`src/rtl/multi_cpu_control.sv`:
```
// rtl/multi_cpu_control.sv - multicycle CPU control unit
// Phase FSM plus combinational datapath decode from state, opcode and ALU flags.
module multi_cpu_control (
   input  logic       CLK,
   input  logic       Reset,
   input  logic [5:0] opcode,
   input  logic       zero,
   input  logic       sign,
   output logic [2:0] state,
   output logic       PCWre,
   output logic       IRWre,
   output logic       InsMemRW,
   output logic       RegWre,
   output logic       mRD,
   output logic       mWR,
   output logic       ALUSrcA,
   output logic       ALUSrcB,
   output logic [2:0] ALUOp,
   output logic       ExtSel,
   output logic [1:0] RegDst,
   output logic       WrRegDSrc,
   output logic       DBDataSrc,
   output logic [1:0] PCSrc
);

   localparam logic [2:0] S_IF     = 3'b000;
   localparam logic [2:0] S_ID     = 3'b001;
   localparam logic [2:0] S_EXE_LS = 3'b010;
   localparam logic [2:0] S_MEM    = 3'b011;
   localparam logic [2:0] S_WB_LD  = 3'b100;
   localparam logic [2:0] S_EXE_BR = 3'b101;
   localparam logic [2:0] S_EXE_AL = 3'b110;
   localparam logic [2:0] S_WB_AL  = 3'b111;

   localparam logic [5:0] OP_ADD   = 6'b000000;
   localparam logic [5:0] OP_SUB   = 6'b000001;
   localparam logic [5:0] OP_ADDIU = 6'b000010;
   localparam logic [5:0] OP_AND   = 6'b010000;
   localparam logic [5:0] OP_ANDI  = 6'b010001;
   localparam logic [5:0] OP_ORI   = 6'b010010;
   localparam logic [5:0] OP_XORI  = 6'b010011;
   localparam logic [5:0] OP_SLL   = 6'b011000;
   localparam logic [5:0] OP_SLTI  = 6'b100110;
   localparam logic [5:0] OP_SLT   = 6'b100111;
   localparam logic [5:0] OP_SW    = 6'b110000;
   localparam logic [5:0] OP_LW    = 6'b110001;
   localparam logic [5:0] OP_BEQ   = 6'b110100;
   localparam logic [5:0] OP_BNE   = 6'b110101;
   localparam logic [5:0] OP_BLTZ  = 6'b110110;
   localparam logic [5:0] OP_J     = 6'b111000;
   localparam logic [5:0] OP_JR    = 6'b111001;
   localparam logic [5:0] OP_JAL   = 6'b111010;
   localparam logic [5:0] OP_HALT  = 6'b111111;

   logic       cls_jmp;
   logic       cls_br;
   logic       is_halt;
   logic       is_lw;
   logic       is_sw;
   logic       is_jal;
   logic [2:0] next_state;

   // Unknown opcodes fall into the jump class so they retire in two cycles as NOPs.
   always_comb begin
      cls_jmp = 1'b0;
      cls_br  = 1'b0;
      is_halt = 1'b0;
      is_lw   = 1'b0;
      is_sw   = 1'b0;
      case (opcode)
         OP_J, OP_JR, OP_JAL:       cls_jmp = 1'b1;
         OP_HALT:                   is_halt = 1'b1;
         OP_BEQ, OP_BNE, OP_BLTZ:   cls_br  = 1'b1;
         OP_SW:                     is_sw   = 1'b1;
         OP_LW:                     is_lw   = 1'b1;
         OP_ADD, OP_SUB, OP_ADDIU, OP_AND, OP_ANDI, OP_ORI,
         OP_XORI, OP_SLL, OP_SLTI, OP_SLT: ;
         default:                   cls_jmp = 1'b1;
      endcase
      is_jal = (opcode == OP_JAL);
   end

   always_comb begin
      next_state = S_IF;
      case (state)
         S_IF:     next_state = S_ID;
         S_ID: begin
            if (is_halt)             next_state = S_ID;
            else if (cls_jmp)        next_state = S_IF;
            else if (cls_br)         next_state = S_EXE_BR;
            else if (is_lw || is_sw) next_state = S_EXE_LS;
            else                     next_state = S_EXE_AL;
         end
         S_EXE_LS: next_state = S_MEM;
         S_MEM:    next_state = is_lw ? S_WB_LD : S_IF;
         S_WB_LD:  next_state = S_IF;
         S_EXE_BR: next_state = S_IF;
         S_EXE_AL: next_state = S_WB_AL;
         S_WB_AL:  next_state = S_IF;
         default:  next_state = S_IF;
      endcase
   end

   always_ff @(posedge CLK or posedge Reset) begin
      if (Reset) state <= S_IF;
      else       state <= next_state;
   end

   // PCWre fires only in the final state of each instruction, giving one pulse per instruction.
   always_comb begin
      IRWre    = (state == S_IF);
      InsMemRW = (state == S_IF);
      PCWre    = ((state == S_ID) && cls_jmp) || (state == S_EXE_BR) ||
                 ((state == S_MEM) && is_sw) || (state == S_WB_AL) || (state == S_WB_LD);
      RegWre   = (state == S_WB_AL) || (state == S_WB_LD) || ((state == S_ID) && is_jal);
      mRD      = (state == S_MEM) && is_lw;
      mWR      = (state == S_MEM) && is_sw;
   end

   always_comb begin
      ALUOp     = 3'b000;
      ALUSrcA   = (opcode == OP_SLL);
      ALUSrcB   = 1'b0;
      ExtSel    = 1'b1;
      RegDst    = 2'b01;
      WrRegDSrc = !is_jal;
      DBDataSrc = is_lw;
      PCSrc     = 2'b00;
      case (opcode)
         OP_SUB, OP_BEQ, OP_BNE, OP_BLTZ: ALUOp = 3'b001;
         OP_SLL:                          ALUOp = 3'b010;
         OP_ORI:                          ALUOp = 3'b011;
         OP_AND, OP_ANDI:                 ALUOp = 3'b100;
         OP_SLT, OP_SLTI:                 ALUOp = 3'b110;
         OP_XORI:                         ALUOp = 3'b111;
         default:                         ALUOp = 3'b000;
      endcase
      case (opcode)
         OP_ADDIU, OP_ANDI, OP_ORI, OP_XORI, OP_SLTI, OP_LW, OP_SW: ALUSrcB = 1'b1;
         default: ALUSrcB = 1'b0;
      endcase
      case (opcode)
         OP_ANDI, OP_ORI, OP_XORI: ExtSel = 1'b0;
         default:                  ExtSel = 1'b1;
      endcase
      case (opcode)
         OP_ADD, OP_SUB, OP_AND, OP_SLT, OP_SLL: RegDst = 2'b10;
         OP_JAL:                                 RegDst = 2'b00;
         default:                                RegDst = 2'b01;
      endcase
      case (opcode)
         OP_J, OP_JAL: PCSrc = 2'b11;
         OP_JR:        PCSrc = 2'b10;
         OP_BEQ:       PCSrc = zero  ? 2'b01 : 2'b00;
         OP_BNE:       PCSrc = !zero ? 2'b01 : 2'b00;
         OP_BLTZ:      PCSrc = sign  ? 2'b01 : 2'b00;
         default:      PCSrc = 2'b00;
      endcase
   end

endmodule

```
`config.mk`:
```
export PLATFORM = sky130hd
export DESIGN_NAME = multi_cpu_control
export DESIGN_NICKNAME = d
export VERILOG_FILES = /design/src/rtl/multi_cpu_control.sv
export SDC_FILE = /design/constraint.sdc
export NUM_CORES = 1
export LEC_CHECK = 0
export BUFFER_PORTS_ARGS = -buffer_cell sky130_fd_sc_hd__buf_2
export CAP_MARGIN = 20
export CELL_PAD_IN_SITES_DETAIL_PLACEMENT = 1
export CELL_PAD_IN_SITES_GLOBAL_PLACEMENT = 2
export CORE_MARGIN = 2
export CORE_UTILIZATION = 22
export DETAILED_ROUTE_END_ITERATION = 10
export PLACE_DENSITY = 0.81
export SETUP_SLACK_MARGIN = 0.3
export SLEW_MARGIN = 25
export SYNTH_ARGS = -nofsm -noshare
export SYNTH_HDL_FRONTEND = slang
export SYNTH_SLANG_ARGS = --single-unit
```
`constraint.sdc`:
```
create_clock -name CLK -period 1.75 [get_ports CLK]
set_input_delay 0.2625 -clock CLK [delete_from_list [all_inputs] [get_ports CLK]]
set_output_delay 0.2625 -clock CLK [all_outputs]
set_load 0.05 [all_outputs]
```
After elaboration in Yosys (flattened, before gate mapping):

Cells that the tools add are included.

* eq/ne operators: 25
* reduce and logical (&&, ||, !) cells: 24
* mux-type cells: 19

Operators by type and width (number)
* equality test 6 bit (second input constant): 11
* case mux 3 bit (6 select lines): 2
* equality test 6 x 5 -> 1 bit (second input constant): 5
* OR reduction 16 bit: 1
* 2-to-1 mux 3 bit: 5
* equality test 3 bit (second input constant): 4
* 2-to-1 mux 1 bit: 10
* case mux 2 bit (5 select lines): 1
* OR reduction 3 bit: 3
* logical OR 1 bit: 7
* OR reduction 7 bit: 1
* equality test 3 x 2 -> 1 bit (second input constant): 2
* equality test 6 x 1 -> 1 bit (second input constant): 1
* equality test 6 x 2 -> 1 bit (second input constant): 1
* zero test 6 bit: 1
* OR reduction 2 bit: 3
* OR reduction 5 bit: 1
* logical AND 1 bit: 4
* case mux 2 bit (2 select lines): 1
* OR reduction 4 bit: 1
* equality test 3 x 1 -> 1 bit (second input constant): 1
* zero test 3 bit: 1
* zero test 1 bit: 1

* register bits: 3
* logic and storage cells: 69
* input bits: 10
* output and inout port bits: 21

Depth between registers and ports, before layout:

* word-level depth: 8
* depth in mapped cells: 6
* depth with buffers taken out: 4

Worst setup path before layout:

OpenSTA, ideal clock, no wires.

* kind: in2out
* start point: input opcode[1]
* end point: output RegDst[0]
* required time: 1487 ps
* arrival time: 2699 ps
* path buffers: 2
* path slack: -1212 ps
* stages: 5
* cells stage by stage: buf_2 -> buf_2 -> o31a_1 -> o32ai_1 -> nor2_1

* longest elaborated chain between the ends: 3
* elaborated cells between the ends (all ways): 8
* those cells by class: eq/ne (5); mux (1); reduce/logical (2)

RTL lines
* start, declared: RTL line 6 `input logic [5:0] opcode,`
* equality test 6 x 5 -> 1 bit, or another cell as far along: RTL line 146 `case (opcode)`
* OR reduction 5 bit: RTL line 146
* case mux 2 bit (2 select lines) *: RTL line 146
* end, declared: RTL line 20 `output logic [1:0] RegDst,`

Mark *: on every way between the ends. The rest lies on a longest branch, timed or not.

Worst setup path in the final report:

* start point: register state[0]
* end point: output PCWre

* longest elaborated chain between the ends: 6
* elaborated cells between the ends (all ways): 11
* those cells by class: eq/ne (5); reduce/logical (6)

RTL lines
* start, declared: RTL line 9 `output logic [2:0] state,`
* start signal, assigned: RTL line 106 `else state <= next_state;`
* equality test 3 x 1 -> 1 bit: RTL line 113 `PCWre = ((state == S_ID) && cls_jmp) || (state == S_EXE_BR) ||`
* logical AND 1 bit: RTL line 113
* logical OR 1 bit (2 in a row): RTL line 113
* logical OR 1 bit: RTL line 114 `((state == S_MEM) && is_sw) || (state == S_WB_AL) || (state == S_WB_LD);`
* logical OR 1 bit *: RTL line 114
* end, declared: RTL line 10 `output logic PCWre,`

Marks and branches as above.

==> impl_metrics.env <==
export IMPL_status="complete, but fails checks"
export IMPL_violations="setup timing"
export IMPL_antenna_left=0
export IMPL_post_route_cells_drive_above_1_share_pct=82.7
export IMPL_post_route_min_period_ps=1780
export IMPL_whs_ps=441
export IMPL_cap_viol_max_count=0
export IMPL_hold_viol=0
export IMPL_crit_path_start="state[0]$_DFF_PP0_"
export IMPL_start_util_pct=23.0
export IMPL_grt_pass1_wl_um=5720
export IMPL_crit_end="PCWre"
export IMPL_rsz0062_at_grt="yes"
export IMPL_cts_tree="done"
export IMPL_worst_slew_pin_slew_ps=319
export IMPL_clockBufferDepth=2
export IMPL_finalWirelength_um=4110
export IMPL_period_share_pct=102
export IMPL_route_detailed_drc=0
export IMPL_hpwl_um=1990
export IMPL_nFillCells=291
export IMPL_firstDrtPassIters=4
export IMPL_vias=1015
export IMPL_crit_path_start_kind="register"
export IMPL_crit_type="register to primary output"
export IMPL_crit_arrival_ps=1520
export IMPL_htreeDepth=1
export IMPL_fin_ws_ps=-33.5
export IMPL_drt_iter0_markers=14
export IMPL_syn2layout_area_growth_pct=181
export IMPL_place_gp_congestion=0.816
export IMPL_r2r_start="state[1]$_DFF_PP0_"
export IMPL_synth_seq_area_share_pct=12.0
export IMPL_p_leak_nw=0.734
export IMPL_top_register="state"
export IMPL_worstHoldPathType="primary input to async pin"
export IMPL_critPathRequiredTime_ps=1490
export IMPL_grtUsageTotal_pct=22.0
export IMPL_grt_pass1_vias=1130
export IMPL_synth_cell_types=38
export IMPL_grt_max_degree=12
export IMPL_yosys_warnings=0
export IMPL_antenna_cells=0
export IMPL_ys_ff_latch=3
export IMPL_final_nets=173
export IMPL_synthesis_nets=104
export IMPL_die_x_um=57.4
export IMPL_critical_path_peak_fanout=3
export IMPL_power_mw=1.48
export IMPL_synthCells=94
export IMPL_rows=19
export IMPL_core_mm2=0.00273
export IMPL_max_freq_ghz=0.561
export IMPL_cts_root_buf="clkbuf_4"
export IMPL_cts_sinks=3
export IMPL_timing_slew_headroom_pct=78.8
export IMPL_cts_buffers=3
export IMPL_port_buffer_count=30
export IMPL_maxSlewViolCount=0
export IMPL_grt_antenna_before_repair=0
export IMPL_reg2reg_depth=5
export IMPL_grt_overflow=0
export IMPL_vdd_drop_max_mv=1.15
export IMPL_reg_largest_list="state x3"
export IMPL_power_per_cell_area_mw_per_mm2=839
export IMPL_synth_avg_cell_area_um2=6.68
export IMPL_fin_skew_ps=5.53
export IMPL_place_area_mm2=0.00109
export IMPL_ioPinCount=31
export IMPL_die_area_mm2=0.00330
export IMPL_largest_register_ffs=3
export IMPL_insertion_delay_ps=240
export IMPL_reg2reg_to="state[2]$_DFF_PP0_"
export IMPL_r2r_slack_ps=440
export IMPL_clk_pin_slew_ps=40
export IMPL_crit_path_end_kind="primary output"
export IMPL_utilization_pct=64.6
export IMPL_setup_viol=4
export IMPL_die_h_um=57.4
export IMPL_fin_area_mm2=0.00177
export IMPL_vias_per_cell=5.26
export IMPL_wl_per_cell_um=21.3
export IMPL_syn_area_um2=628
cell usage in the layout, fill, tap and decap left out, types with 2 or more instances in the layout:
master and instances:
buf_4 27, buf_6 25, buf_8 10, buf_2 7
nor3_4 6, nand2b_4 5, nand2_1 5, nor2_2 4
nor2b_1 4, nor2_4 4, clkbuf_4 4, buf_12 4
nand2_2 3, a21oi_2 3, dfrtp_2 3, nor2b_2 2
nor4_4 2, a21oi_1 2, or2_2 2, o2bb2ai_4 2
o21ai_0 2, nor2_1 2, inv_2 2, nor2b_4 2
nand3_2 2
cell families after synthesis:
kind of cell	after synthesis	share of synthesized area, %
flops	3	12.0
compound gates	26	30.3
xor+xnor	1	1.39
buf+inv	14	11.8
simple gates	50	44.6
cells in the mapped netlist:
library cell  instances  area [um^2]
nand2_2               1         6.26
inv_1                 3         11.3
dfrtp_1               3         75.1
xnor2_1               1         8.76
o21a_1                2         15.0
a31o_2                1         8.76
a32o_1                1         10.0
nand3_1               2         10.0
nor3_4                1         16.3
nand4_1               1         6.26
buf_2                 7         35.0
buf_4                 1         7.51
o32ai_1               1         8.76
and2_1                1         6.26
clkbuf_1              1         3.75
a21oi_1               6         30.0
nand4b_1              1         8.76
nor3_1                5         25.0
a221o_1               1         10.0
or2_2                 2         12.5
o221ai_1              2         17.5
o31a_1                1         8.76
nand2b_1              6         37.5
o2bb2ai_1             2         17.5
buf_6                 1         11.3
a221oi_2              1         15.0
o21ai_0               3         15.0
nor2b_1               8         50.1
clkbuf_2              1         5.00
a31oi_1               3         18.8
o2111ai_1             1         8.76
o22ai_1               1         6.26
nor2_1               10         37.5
and3_1                1         6.26
nor3b_1               1         7.51
nor4_1                2         12.5
nand2_1               7         26.3
or4_4                 1         11.3
timing repair:
action,4_1_cts,5_1_grt
hold buffers,1,0
endpoints found under the hold margin,3,0
gates cloned,1,0
setup endpoints to repair,18,18
buffers inserted,8,13
resized for setup,76,44
pin swaps,12,12
critical path, cell delays in order (launching register included):
cell	delay [ps]
dfrtp_2	360
nand2_2	50
or4_4	490
o221ai_4	200
buf_6	180
final cells by class:
class                           instances  area [um^2]  area share (%)
Inverter                                3         11.3           0.638
Multi-Input combinational cell         77          843            47.8
Timing Repair Buffer                   75          767            43.4
Sequential cell                         3         78.8            4.46
Clock buffer                            4         26.3            1.49
Tap cell                               31         38.8            2.20
power breakdown:
| group | switching, mW | internal [mW] |
|---|---|---|
| Combinational | 0.691 | 0.506 |
| Clock | 0.0387 | 0.0856 |
| Sequential | 0.0558 | 0.105 |
metal layers:
| layer | track usage [%] | vias up | share of wire (%) |
|---|---|---|---|
| li1 | - | 480 | - |
| met1 | 27.3 | 499 | 41 |
| met2 | 40.7 | 26 | 53 |
| met3 | 2.72 | 10 | 2.7 |
| met4 | 3.65 | 0 | 3.0 |
| met5 | 0 | - | 0 |
per-stage QoR:
step / setup WS (ps) / setup TNS, ps / cells
after global routing: -84.4 / -270 / 193
final: -33.5 / -92.1 / 193
after floorplan: -114 / -428 / 94
after CTS: -26.3 / -26.3 / 180
after detailed placement: -24.8 / -24.8 / 166
after global placement: 8.70 / 0 / 166
worst min path at each step:
stage,from,end
final,Reset,state[0]$_DFF_PP0_
after global placement,Reset,state[2]$_DFF_PP0_
after global routing,Reset,state[1]$_DFF_PP0_
after CTS,Reset,state[0]$_DFF_PP0_
after detailed placement,Reset,state[2]$_DFF_PP0_
after floorplan,Reset,state[0]$_DFF_PP0_
Power figures use the tool's default switching activity.
